File: src/rtl/tetris_pkg.sv
// Shared Tetris definitions: line-clear FSM states, scoring constants, default board size.
package tetris_pkg;

    localparam int unsigned DEFAULT_ROWS = 20;
    localparam int unsigned DEFAULT_COLS = 10;

    localparam int unsigned PTS_1 = 40;
    localparam int unsigned PTS_2 = 100;
    localparam int unsigned PTS_3 = 300;
    localparam int unsigned PTS_4 = 1200;

    typedef enum logic [2:0] {
        IDLE  = 3'd0,
        SCAN  = 3'd1,
        FILL  = 3'd2,
        SCORE = 3'd3,
        DONE  = 3'd4
    } lc_state_t;

    // Base points for n lines cleared in one evaluation (four or more pay as a tetris).
    function automatic logic [10:0] base_points(input int unsigned n);
        logic [10:0] pts;
        pts = 11'd0;
        if (n == 1)      pts = 11'(PTS_1);
        else if (n == 2) pts = 11'(PTS_2);
        else if (n == 3) pts = 11'(PTS_3);
        else if (n >= 4) pts = 11'(PTS_4);
        return pts;
    endfunction

endpackage

File: src/rtl/line_clear_engine_if.sv
// Request/result bundle between the piece-lock logic and the line clear engine.
interface line_clear_engine_if
    import tetris_pkg::*;
#(
    parameter int unsigned ROWS    = DEFAULT_ROWS,
    parameter int unsigned COLS    = DEFAULT_COLS,
    parameter int unsigned SCORE_W = 16
) ();

    localparam int unsigned CNT_W = $clog2(ROWS + 1);

    logic                       start;
    logic                       clear_stats;
    logic [ROWS-1:0][COLS-1:0]  board_in;
    logic [ROWS-1:0][COLS-1:0]  board_out;
    logic [ROWS-1:0]            clear_mask;
    logic [CNT_W-1:0]           lines_cleared;
    logic                       busy;
    logic                       done;
    logic [SCORE_W-1:0]         score;
    logic [3:0]                 level;

    modport master (
        output start, clear_stats, board_in,
        input  board_out, clear_mask, lines_cleared, busy, done, score, level
    );

    modport slave (
        input  start, clear_stats, board_in,
        output board_out, clear_mask, lines_cleared, busy, done, score, level
    );

endinterface

File: src/rtl/lc_scorer.sv
// Combinational score/level update for one evaluation, with saturation.
module lc_scorer
    import tetris_pkg::*;
#(
    parameter int unsigned N_W         = 5,
    parameter int unsigned SCORE_W     = 16,
    parameter int unsigned CTR_W       = 4,
    parameter int unsigned LEVEL_LINES = 10,
    parameter int unsigned MAX_LEVEL   = 15
) (
    input  logic [N_W-1:0]     n,
    input  logic [3:0]         level,
    input  logic [SCORE_W-1:0] score,
    input  logic [CTR_W-1:0]   level_ctr,
    output logic [SCORE_W-1:0] score_next_c,
    output logic [3:0]         level_next_c,
    output logic [CTR_W-1:0]   level_ctr_next_c
);

    localparam logic [31:0] SCORE_MAX = 32'((64'd1 << SCORE_W) - 64'd1);

    logic [31:0] gain_c;
    logic [31:0] sum_c;
    logic [31:0] t_c;
    logic [31:0] rem_c;

    // Points scale with the level held before this evaluation; at most one level step.
    always_comb begin
        gain_c           = 32'(base_points(32'(n))) * (32'(level) + 32'd1);
        sum_c            = 32'(score) + gain_c;
        score_next_c     = (sum_c > SCORE_MAX) ? SCORE_W'(SCORE_MAX) : SCORE_W'(sum_c);
        t_c              = 32'(level_ctr) + 32'(n);
        rem_c            = 32'd0;
        level_next_c     = level;
        level_ctr_next_c = CTR_W'(t_c);
        if (t_c >= LEVEL_LINES) begin
            rem_c            = t_c - LEVEL_LINES;
            level_next_c     = (32'(level) < MAX_LEVEL) ? level + 4'd1 : 4'(MAX_LEVEL);
            level_ctr_next_c = (rem_c > LEVEL_LINES - 1) ? CTR_W'(LEVEL_LINES - 1)
                                                         : CTR_W'(rem_c);
        end
    end

endmodule

File: src/rtl/line_clear_engine.sv
// Whole-board line clear: bottom-up in-place compaction, top fill, then scoring.
module line_clear_engine
    import tetris_pkg::*;
#(
    parameter int unsigned ROWS        = DEFAULT_ROWS,
    parameter int unsigned COLS        = DEFAULT_COLS,
    parameter int unsigned SCORE_W     = 16,
    parameter int unsigned LEVEL_LINES = 10,
    parameter int unsigned MAX_LEVEL   = 15
) (
    input  logic                clk,
    input  logic                reset_n,
    line_clear_engine_if.slave  bus
);

    localparam int unsigned CNT_W = $clog2(ROWS + 1);
    localparam int unsigned ROW_W = $clog2(ROWS);
    localparam int unsigned CTR_W = (LEVEL_LINES > 1) ? $clog2(LEVEL_LINES) : 1;

    lc_state_t                  state;
    lc_state_t                  state_next;
    logic [ROWS-1:0][COLS-1:0]  work;
    logic [ROW_W-1:0]           rd_row;
    logic [ROW_W-1:0]           wr_row;
    logic [ROWS-1:0]            clear_mask;
    logic [CNT_W-1:0]           lines_cleared;
    logic [SCORE_W-1:0]         score;
    logic [3:0]                 level;
    logic [CTR_W-1:0]           level_ctr;
    logic                       busy;
    logic                       done;
    logic [COLS-1:0]            rd_data_c;
    logic                       row_full_c;
    logic [SCORE_W-1:0]         score_next_c;
    logic [3:0]                 level_next_c;
    logic [CTR_W-1:0]           level_ctr_next_c;

    assign rd_data_c  = work[rd_row];
    assign row_full_c = &rd_data_c;

    // State register.
    always_ff @(posedge clk or negedge reset_n) begin
        if (!reset_n) state <= IDLE;
        else          state <= state_next;
    end

    // Next-state: fixed-length sequence, start only honoured in IDLE.
    always_comb begin
        state_next = state;
        case (state)
            IDLE:    if (bus.start) state_next = SCAN;
            SCAN:    if (rd_row == '0) state_next = FILL;
            FILL:    state_next = SCORE;
            SCORE:   state_next = DONE;
            DONE:    state_next = IDLE;
            default: state_next = IDLE;
        endcase
    end

    // Registered status flags, aligned with the state they describe.
    always_ff @(posedge clk or negedge reset_n) begin
        if (!reset_n) begin
            busy <= 1'b0;
            done <= 1'b0;
        end else begin
            busy <= (state_next != IDLE);
            done <= (state_next == DONE);
        end
    end

    // Board datapath: latch, compact (wr_row never passes rd_row), then blank the top.
    always_ff @(posedge clk or negedge reset_n) begin
        if (!reset_n) begin
            work          <= '0;
            rd_row        <= '0;
            wr_row        <= '0;
            clear_mask    <= '0;
            lines_cleared <= '0;
        end else begin
            case (state)
                IDLE: begin
                    if (bus.start) begin
                        work          <= bus.board_in;
                        rd_row        <= ROW_W'(ROWS - 1);
                        wr_row        <= ROW_W'(ROWS - 1);
                        clear_mask    <= '0;
                        lines_cleared <= '0;
                    end
                end
                SCAN: begin
                    if (row_full_c) begin
                        clear_mask[rd_row] <= 1'b1;
                        lines_cleared      <= lines_cleared + CNT_W'(1);
                    end else begin
                        work[wr_row] <= rd_data_c;
                        wr_row       <= wr_row - ROW_W'(1);
                    end
                    if (rd_row != '0) rd_row <= rd_row - ROW_W'(1);
                end
                FILL: begin
                    for (int unsigned r = 0; r < ROWS; r++) begin
                        if (r < 32'(lines_cleared)) work[ROW_W'(r)] <= '0;
                    end
                end
                default: ;
            endcase
        end
    end

    // Score/level registers; clear_stats overrides the SCORE-cycle update.
    always_ff @(posedge clk or negedge reset_n) begin
        if (!reset_n) begin
            score     <= '0;
            level     <= '0;
            level_ctr <= '0;
        end else if (bus.clear_stats) begin
            score     <= '0;
            level     <= '0;
            level_ctr <= '0;
        end else if (state == SCORE) begin
            score     <= score_next_c;
            level     <= level_next_c;
            level_ctr <= level_ctr_next_c;
        end
    end

    lc_scorer #(
        .N_W         (CNT_W),
        .SCORE_W     (SCORE_W),
        .CTR_W       (CTR_W),
        .LEVEL_LINES (LEVEL_LINES),
        .MAX_LEVEL   (MAX_LEVEL)
    ) u_scorer (
        .n                (lines_cleared),
        .level            (level),
        .score            (score),
        .level_ctr        (level_ctr),
        .score_next_c     (score_next_c),
        .level_next_c     (level_next_c),
        .level_ctr_next_c (level_ctr_next_c)
    );

    assign bus.board_out     = work;
    assign bus.clear_mask    = clear_mask;
    assign bus.lines_cleared = lines_cleared;
    assign bus.busy          = busy;
    assign bus.done          = done;
    assign bus.score         = score;
    assign bus.level         = level;

endmodule

File: src/flat_wrapper.sv
// flat-port wrapper written by rule: the top's interface ports become plain ports
module line_clear_engine_flat import tetris_pkg::*;
#(
    parameter int unsigned ROWS        = DEFAULT_ROWS,
    parameter int unsigned COLS        = DEFAULT_COLS,
    parameter int unsigned SCORE_W     = 16,
    parameter int unsigned LEVEL_LINES = 10,
    parameter int unsigned MAX_LEVEL   = 15
)
  (clk, reset_n, bus_start, bus_clear_stats, bus_board_in, bus_board_out, bus_clear_mask, bus_lines_cleared, bus_busy, bus_done, bus_score, bus_level);
  line_clear_engine_if #(.ROWS(ROWS), .COLS(COLS), .SCORE_W(SCORE_W)) bus_i ();
  input  logic clk;
  input  logic reset_n;
  input wire logic [$bits(bus_i.start)-1:0] bus_start;
  input wire logic [$bits(bus_i.clear_stats)-1:0] bus_clear_stats;
  input wire logic [$bits(bus_i.board_in)-1:0] bus_board_in;
  output wire logic [$bits(bus_i.board_out)-1:0] bus_board_out;
  output wire logic [$bits(bus_i.clear_mask)-1:0] bus_clear_mask;
  output wire logic [$bits(bus_i.lines_cleared)-1:0] bus_lines_cleared;
  output wire logic [$bits(bus_i.busy)-1:0] bus_busy;
  output wire logic [$bits(bus_i.done)-1:0] bus_done;
  output wire logic [$bits(bus_i.score)-1:0] bus_score;
  output wire logic [$bits(bus_i.level)-1:0] bus_level;
  assign bus_i.start = bus_start;
  assign bus_i.clear_stats = bus_clear_stats;
  assign bus_i.board_in = bus_board_in;
  assign bus_board_out = bus_i.board_out;
  assign bus_clear_mask = bus_i.clear_mask;
  assign bus_lines_cleared = bus_i.lines_cleared;
  assign bus_busy = bus_i.busy;
  assign bus_done = bus_i.done;
  assign bus_score = bus_i.score;
  assign bus_level = bus_i.level;
  line_clear_engine #(.ROWS(ROWS), .COLS(COLS), .SCORE_W(SCORE_W), .LEVEL_LINES(LEVEL_LINES), .MAX_LEVEL(MAX_LEVEL)) u_core (.clk(clk), .reset_n(reset_n), .bus(bus_i));
endmodule
File: config.mk
export PLATFORM = sky130hd
export DESIGN_NAME = line_clear_engine_flat
export DESIGN_NICKNAME = d
export VERILOG_FILES = /design/src/rtl/tetris_pkg.sv /design/src/rtl/line_clear_engine_if.sv /design/src/rtl/lc_scorer.sv /design/src/rtl/line_clear_engine.sv /design/src/flat_wrapper.sv
export SDC_FILE = /design/constraint.sdc
export NUM_CORES = 1
export LEC_CHECK = 0
export CAP_MARGIN = 20
export CORE_MARGIN = 2
export CORE_UTILIZATION = 53
export CTS_BUF_LIST = sky130_fd_sc_hd__clkbuf_8
export CTS_CLUSTER_DIAMETER = 100
export CTS_CLUSTER_SIZE = 30
export DETAILED_ROUTE_END_ITERATION = 10
export PLACE_DENSITY = 0.95
export SKIP_LAST_GASP = 1
export SLEW_MARGIN = 20
export SYNTH_ARGS = -nofsm -noshare
export SYNTH_HDL_FRONTEND = slang
export SYNTH_HIERARCHICAL = 1
export SYNTH_SLANG_ARGS = --single-unit
File: constraint.sdc
create_clock -name clk -period 11.2 [get_ports clk]
set_input_delay 2.24 -clock clk [delete_from_list [all_inputs] [get_ports clk]]
set_output_delay 2.24 -clock clk [all_outputs]
set_load 0.01 [all_outputs]
==> flow_metrics.env, run 1 <==
export IMPL_status="finished clean"
export IMPL_cts_setup_buffers=0
export IMPL_final_common_cell="clkdlybuf4s50_1"
export IMPL_worstPathCellList="nor3_1, nand2_1, nor2_1, and2_1, fa_1, fa_1, inv_1, fa_1, inv_1, ha_1, o21ai_0, a22oi_1, a31o_1, a21oi_2, xor2_2, or2b_1, nand2_1, a21oi_1"
export IMPL_startpoint_type="flip-flop"
export IMPL_synth_compound_area_frac=0.286
export IMPL_leakage_nw=9.00
export IMPL_synth_nets=1854
export IMPL_ys_top_cells_by_area="dfrtp_1, a22o_1, a22oi_1"
export IMPL_cap_violations=0
export IMPL_grt_overflow_total=0
export IMPL_hold_violations=0
export IMPL_gp_congestion=0.984
export IMPL_synth_edf_count=0
export IMPL_cts_resized=0
export IMPL_worstPathRequired_ns=11.60
export IMPL_synth_area_mux_share=0.0723
export IMPL_via_per_inst=6.97
export IMPL_drv_slew=0
export IMPL_setup_viol=0
export IMPL_clock_sinks=264
export IMPL_fin_nets=2228
export IMPL_wire_per_inst_microns=28.3
export IMPL_peakVddDrop_uv=198
export IMPL_numCtsBuffers=13
export IMPL_setup_ws_ns=5.28
export IMPL_grt_pass1_wl_microns=97000
export IMPL_arrival_ns=6.32
export IMPL_clock_root_buffer="clkbuf_8"
export IMPL_layout_common_cells="clkdlybuf4s50_1, dfrtp_1, a22o_1"
export IMPL_num_vias=16400
export IMPL_ys_ff_latch=264
export IMPL_port_buffers=450
export IMPL_clkTransAtPathRegs_ns=0.19
export IMPL_grt_pass1_vias=15900
export IMPL_ys_seq_area_frac=0.405
export IMPL_synth_top_family_by_area="compound AO/OA/AOI/OAI gates"
export IMPL_wl_microns=66700
export IMPL_yosys_area_top_type_share=0.405
export IMPL_area_growth_pct=30.7
export IMPL_post_place_ws_ns=5.39
export IMPL_fin_skew_ns=0.0341
export IMPL_critical_path_class="reg2reg"
export IMPL_yosysWarnings=6
export IMPL_dieArea_sq_um=32200
export IMPL_firstDrtPassIters=6
export IMPL_yosys_area_share_simple=0.108
export IMPL_dr_first_iter_drc_count=2410
export IMPL_row_count=64
export IMPL_yosys_cell_types_count=75
export IMPL_netlist_instances=1577
export IMPL_synth_area_leader_cell="dfrtp_1"
export IMPL_clockBufferDepth=3
export IMPL_drt_antenna_violating_nets=0
export IMPL_crit_path_frequent_cell="fa_1"
export IMPL_clock_latency_ns=0.58
export IMPL_endpoint_kind="flip-flop"
export IMPL_relSlewSlack=0.192
export IMPL_dp_hpwl_microns=49100
export IMPL_critPathMaxStageDelay_ns=0.75
export IMPL_drive_above_1_share=0.0680
export IMPL_core_area_sq_um=30400
export IMPL_synth_avg_cell_area_sq_um=10.3
export IMPL_grt_usage=0.403
export IMPL_start_util=0.536
export IMPL_fin_tns_setup_ns=0
export IMPL_min_path_type="reg2reg"
export IMPL_finalCritPeriodShare=0.529
export IMPL_synth_flop_cell="dfrtp_1"
export IMPL_critPathSlowestCell="nor3_1"
export IMPL_fin_crit_ns=5.92
export IMPL_synthAdderAreaFrac=0.0689
export IMPL_synth_xor_area_share=0.00852
export IMPL_synth_cell_area_sq_um=16300
export IMPL_max_freq_ghz=0.169
export IMPL_crit_fanout=16
export IMPL_rsz0062_at_grt="false"
export IMPL_holdBufCountCts=0
export IMPL_fp_dieH_microns=179
export IMPL_grt_max_degree=120
export IMPL_ios=451
export IMPL_antenna_found_initial=3
export IMPL_async_reset_ff_frac=1.00
export IMPL_h_tree_depth=1
export IMPL_die_x_microns=179
export IMPL_powerDensity_nw_per_um2=287
export IMPL_drc=0
export IMPL_tightest_slew_ns=1.21
export IMPL_tritoncts="yes"
==> state kept, by name, indices dropped and copies added (netlist names), 3 cells and up <==
name and flops:
u_core/level_ctr 4, u_core/rd_row 5, u_core/bus.level 4, u_core/state 3
u_core/bus.clear_mask 20, u_core/bus.score 16, u_core/bus.lines_cleared 5, u_core/wr_row 5
u_core/bus.board_out 200
==> cell families (layout without fill, tap and decap cells) <==
family,Yosys count,in the layout
other,1,8
XOR/XNOR,15,15
flip-flops,264,264
multiplexers,78,78
adder cells (fa/ha/maj),73,73
buffers and inverters,187,565
AND/OR/NAND/NOR,366,366
AO/OA/AOI/OAI,593,593
==> synthesized netlist by cell type (all sizes together) (5+ instances only) <==
| cell type | number |
|---|---|
| clkbuf | 95 |
| or2 | 9 |
| xor2 | 6 |
| inv | 69 |
| a22oi | 101 |
| fa | 28 |
| nand4 | 5 |
| nor2 | 89 |
| o2111ai | 5 |
| mux4 | 31 |
| a21oi | 66 |
| nand2 | 123 |
| mux2 | 8 |
| a21o | 7 |
| nor3 | 26 |
| a22o | 212 |
| a32o | 22 |
| xnor2 | 9 |
| ha | 45 |
| a31oi | 22 |
| buf | 23 |
| nor2b | 9 |
| or2b | 6 |
| and3 | 17 |
| mux2i | 39 |
| a211oi | 9 |
| and2 | 8 |
| or3 | 12 |
| o21ai | 41 |
| o211ai | 7 |
| nand2b | 16 |
| dfrtp | 264 |
| o2bb2ai | 71 |
| nand3 | 26 |
==> worst max-delay path: cells and delay by family, from the launching register on <==
family,cells,cell delay [ns]
AOI/OAI and AO/OA,5,0.95
xor gates and xnor gates,1,0.53
adders and majority gates,4,1.82
buffers and inverters,2,0.09
DFF,1,0.58
and+or+nand+nor,6,1.78
==> worst paths after layout <==
path | slack [ns] | to | from | cells after the start
max | 5.28 | u_core/bus.score[2] | u_core/bus.lines_cleared[2] | 18
min | 0.52 | u_core/bus.clear_mask[11] | u_core/bus.clear_mask[11] | 2
max reg2reg | 5.28 | u_core/bus.score[2] | u_core/bus.lines_cleared[2] | 18
min reg2reg | 0.52 | u_core/bus.clear_mask[11] | u_core/bus.clear_mask[11] | 2
max in group asynchronous | 7.85 | u_core/rd_row[0] | reset_n | 2
min in group asynchronous | 1.71 | u_core/bus.board_out[120] | reset_n | 1
==> power by group <==
group / switching [mW] / leakage, nW / internal [mW]
registers: 0.499 / 3.35 / 1.33
logic: 2.14 / 5.53 / 1.70
clock network: 0.319 / 0.120 / 0.124
==> layout make-up <==
class	count	area [sq um]
fill	2250	9130
clock inverter	5	46.3
inverter	69	259
antenna	7	17.5
multi-input combinational	1126	8940
clock buffer	14	193
tap	396	495
sequential	264	6610
timing repair buffer	477	4740
==> routing by layer <==
| layer | GRT usage | wire [microns] | vias to the layer above |
|---|---|---|---|
| met1 | 0.509 | 23400 | 8008 |
| met4 | 0.220 | 4400 | 0 |
| met2 | 0.644 | 31300 | 1362 |
| met3 | 0.0926 | 7590 | 324 |
| li1 | - | - | 6753 |
| met5 | 0 | 0 | - |
==> stage by stage <==
step	power, mW	instance area, sq um	hold slack, ns	util	cells
finish	6.12	21300	0.519	0.700	2358
global route	6.30	21300	0.532	0.700	2353
CTS	5.95	21300	0.518	0.698	2350
detailed placement	5.51	21000	0.481	0.691	2331
global placement	5.40	21000	0.475	0.690	2330
floorplan	3.77	16300	0.501	-	1577
No activity file was read; power rests on OpenSTA's default activity.
==> inputs of run 2 (changes only) <==
Settings changed: CORE_UTILIZATION 53 to 50, PLACE_DENSITY 0.95 to 0.91.
Clock period 11.2 ns to 6.17 ns, I/O delays scaled along.
==> flow_metrics.env, run 2 (synthesized netlist as in run 1, its figures left out) <==
export IMPL_finalCritPeriodShare=0.914
export IMPL_reg2regPathDepth=17
export IMPL_cap_violations=0
export IMPL_via_per_inst=6.80
export IMPL_arrival_ns=6.03
export IMPL_setup_viol=0
export IMPL_tritoncts="yes"
export IMPL_tightest_slew_ns=1.19
export IMPL_startpoint_type="flip-flop"
export IMPL_drive_above_1_share=0.0699
export IMPL_hold_violations=0
export IMPL_switchingPower_mw=5.42
export IMPL_critPathMaxStageDelay_ns=0.56
export IMPL_r2r_end="u_core/bus.score[4]"
export IMPL_largest_reg_flops=200
export IMPL_clkPwrFrac=0.072
export IMPL_clockBufferDepth=3
export IMPL_holdPathEnd="u_core/bus.clear_mask[10]"
export IMPL_swShare=0.487
export IMPL_port_buffers=450
export IMPL_peakVddDrop_uv=351
export IMPL_max_freq_ghz=0.177
export IMPL_worstPathCellList="or3_1, nor3_1, nor2b_1, fa_1, inv_1, fa_1, fa_1, inv_1, ha_1, a21oi_1, o2111ai_2, a31o_1, a21oi_2, xor2_2, or2b_1, nand2_1, a21oi_1"
export IMPL_r2r_slack_ns=0.53
export IMPL_fin_nets=2235
export IMPL_gp_congestion=0.952
export IMPL_dp_hpwl_microns=49300
export IMPL_clkTransAtPathRegs_ns=0.17
export IMPL_die_x_microns=185
export IMPL_critPathSlowestCell="dfrtp_1"
export IMPL_critical_path_class="reg2reg"
export IMPL_clock_root_buffer="clkbuf_8"
export IMPL_dr_first_iter_drc_count=2022
export IMPL_leakage_nw=9.03
export IMPL_grt_usage=0.388
export IMPL_worstPathRequired_ns=6.56
export IMPL_setup_ws_ns=0.529
export IMPL_ios=451
export IMPL_numCtsBuffers=13
export IMPL_fin_skew_ns=0.0479
export IMPL_wl_microns=67500
export IMPL_row_count=66
export IMPL_relSlewSlack=0.205
export IMPL_grt_pass1_wl_microns=99300
export IMPL_firstDrtPassIters=6
export IMPL_endpoint_kind="flip-flop"
export IMPL_dieArea_sq_um=34100
export IMPL_finalPower_mw=11.1
export IMPL_combinationalPowerShare=0.630
export IMPL_fin_crit_ns=5.64
export IMPL_area_growth_pct=31.2
export IMPL_crit_path_frequent_cell="fa_1"
export IMPL_grt_overflow_total=0
export IMPL_powerDensity_nw_per_um2=521
export IMPL_whs_path_depth=2
export IMPL_clock_sinks=264
export IMPL_crit_fanout=16
export IMPL_clock_latency_ns=0.59
export IMPL_start_util=0.505
export IMPL_final_common_cell="clkdlybuf4s50_1"
export IMPL_intPower_mw=5.71
export IMPL_rsz0062_at_grt="false"
export IMPL_drv_slew=0
export IMPL_drc=0
export IMPL_h_tree_depth=1
export IMPL_pwr_share_seq=0.298
export IMPL_reg2reg_from="u_core/bus.lines_cleared[3]"
export IMPL_cts_setup_buffers=0
export IMPL_antenna_found_initial=4
export IMPL_min_path_type="reg2reg"
export IMPL_status="finished clean"
export IMPL_hold_start="u_core/bus.clear_mask[10]"
export IMPL_cts_resized=0
export IMPL_drt_antenna_violating_nets=0
export IMPL_num_vias=16400
export IMPL_wire_per_inst_microns=28.0
export IMPL_holdBufCountCts=0
export IMPL_core_area_sq_um=32300
export IMPL_grt_pass1_vias=15900
export IMPL_fin_tns_setup_ns=0
export IMPL_post_place_ws_ns=0.593
export IMPL_layout_common_cells="clkdlybuf4s50_1, dfrtp_1, a22o_1"
export IMPL_grt_max_degree=123
export IMPL_fp_dieH_microns=185
## run 2: critical path, delay by kind of cell (launching register included)
kind,cells,cell delay [ns]
compound gates,5,0.94
simple gates,5,1.48
buf+inv,2,0.09
xor+xnor,1,0.50
flops,1,0.56
fa+ha+maj,4,1.89
## run 2: metrics by stage
step	util	hold slack (ns)	instances	cell area [sq um]
after floorplan	-	0.501	1577	16300
after global placement	0.655	0.474	2385	21100
after detailed placement	0.655	0.479	2385	21100
after CTS	0.662	0.516	2403	21400
after global routing	0.662	0.541	2405	21400
final	0.662	0.512	2406	21400
## run 2: how the worst max path moves through the flow
stage,end,slack [ns],depth (start not counted),from
2_1_floorplan,u_core/bus.score[9],1.20,19,u_core/bus.lines_cleared[4]
3_3_place_gp,u_core/bus.score[0],0.76,17,u_core/bus.lines_cleared[3]
3_5_place_dp,u_core/bus.score[4],0.59,17,u_core/bus.lines_cleared[3]
4_1_cts,u_core/bus.score[4],0.56,17,u_core/bus.lines_cleared[3]
5_1_grt,u_core/bus.score[3],0.24,17,u_core/bus.lines_cleared[3]
6_report,u_core/bus.score[4],0.53,17,u_core/bus.lines_cleared[3]
## run 2: area by class of cell
type                    instances  area (sq um)
well taps                     442           553
flip-flops and latches        264          6610
fillers                      2458         10900
clock buffers                  13           179
multi-input cells            1126          8940
repair buffers                484          4780
clock inverters                 5          51.3
inverters                      69           259
diodes                          3          7.51
## run 2: power groups by stage
| stage | clock network (mW) | registers [mW] | logic (mW) |
|---|---|---|---|
| floorplan | 0 | 3.19 | 3.64 |
| global placement | 0 | 3.29 | 6.60 |
| detailed placement | 0 | 3.30 | 6.76 |
| CTS | 0.804 | 3.27 | 6.78 |
| global route | 0.863 | 3.37 | 7.25 |
| finish | 0.801 | 3.32 | 7.02 |
## run 2: layer usage
metal	global-route usage	share of wire	vias to the layer above
li1	-	-	6783
met1	0.494	0.35	7955
met2	0.612	0.47	1342
met3	0.100	0.12	288
met4	0.199	0.058	2
met5	0	0.00019	-
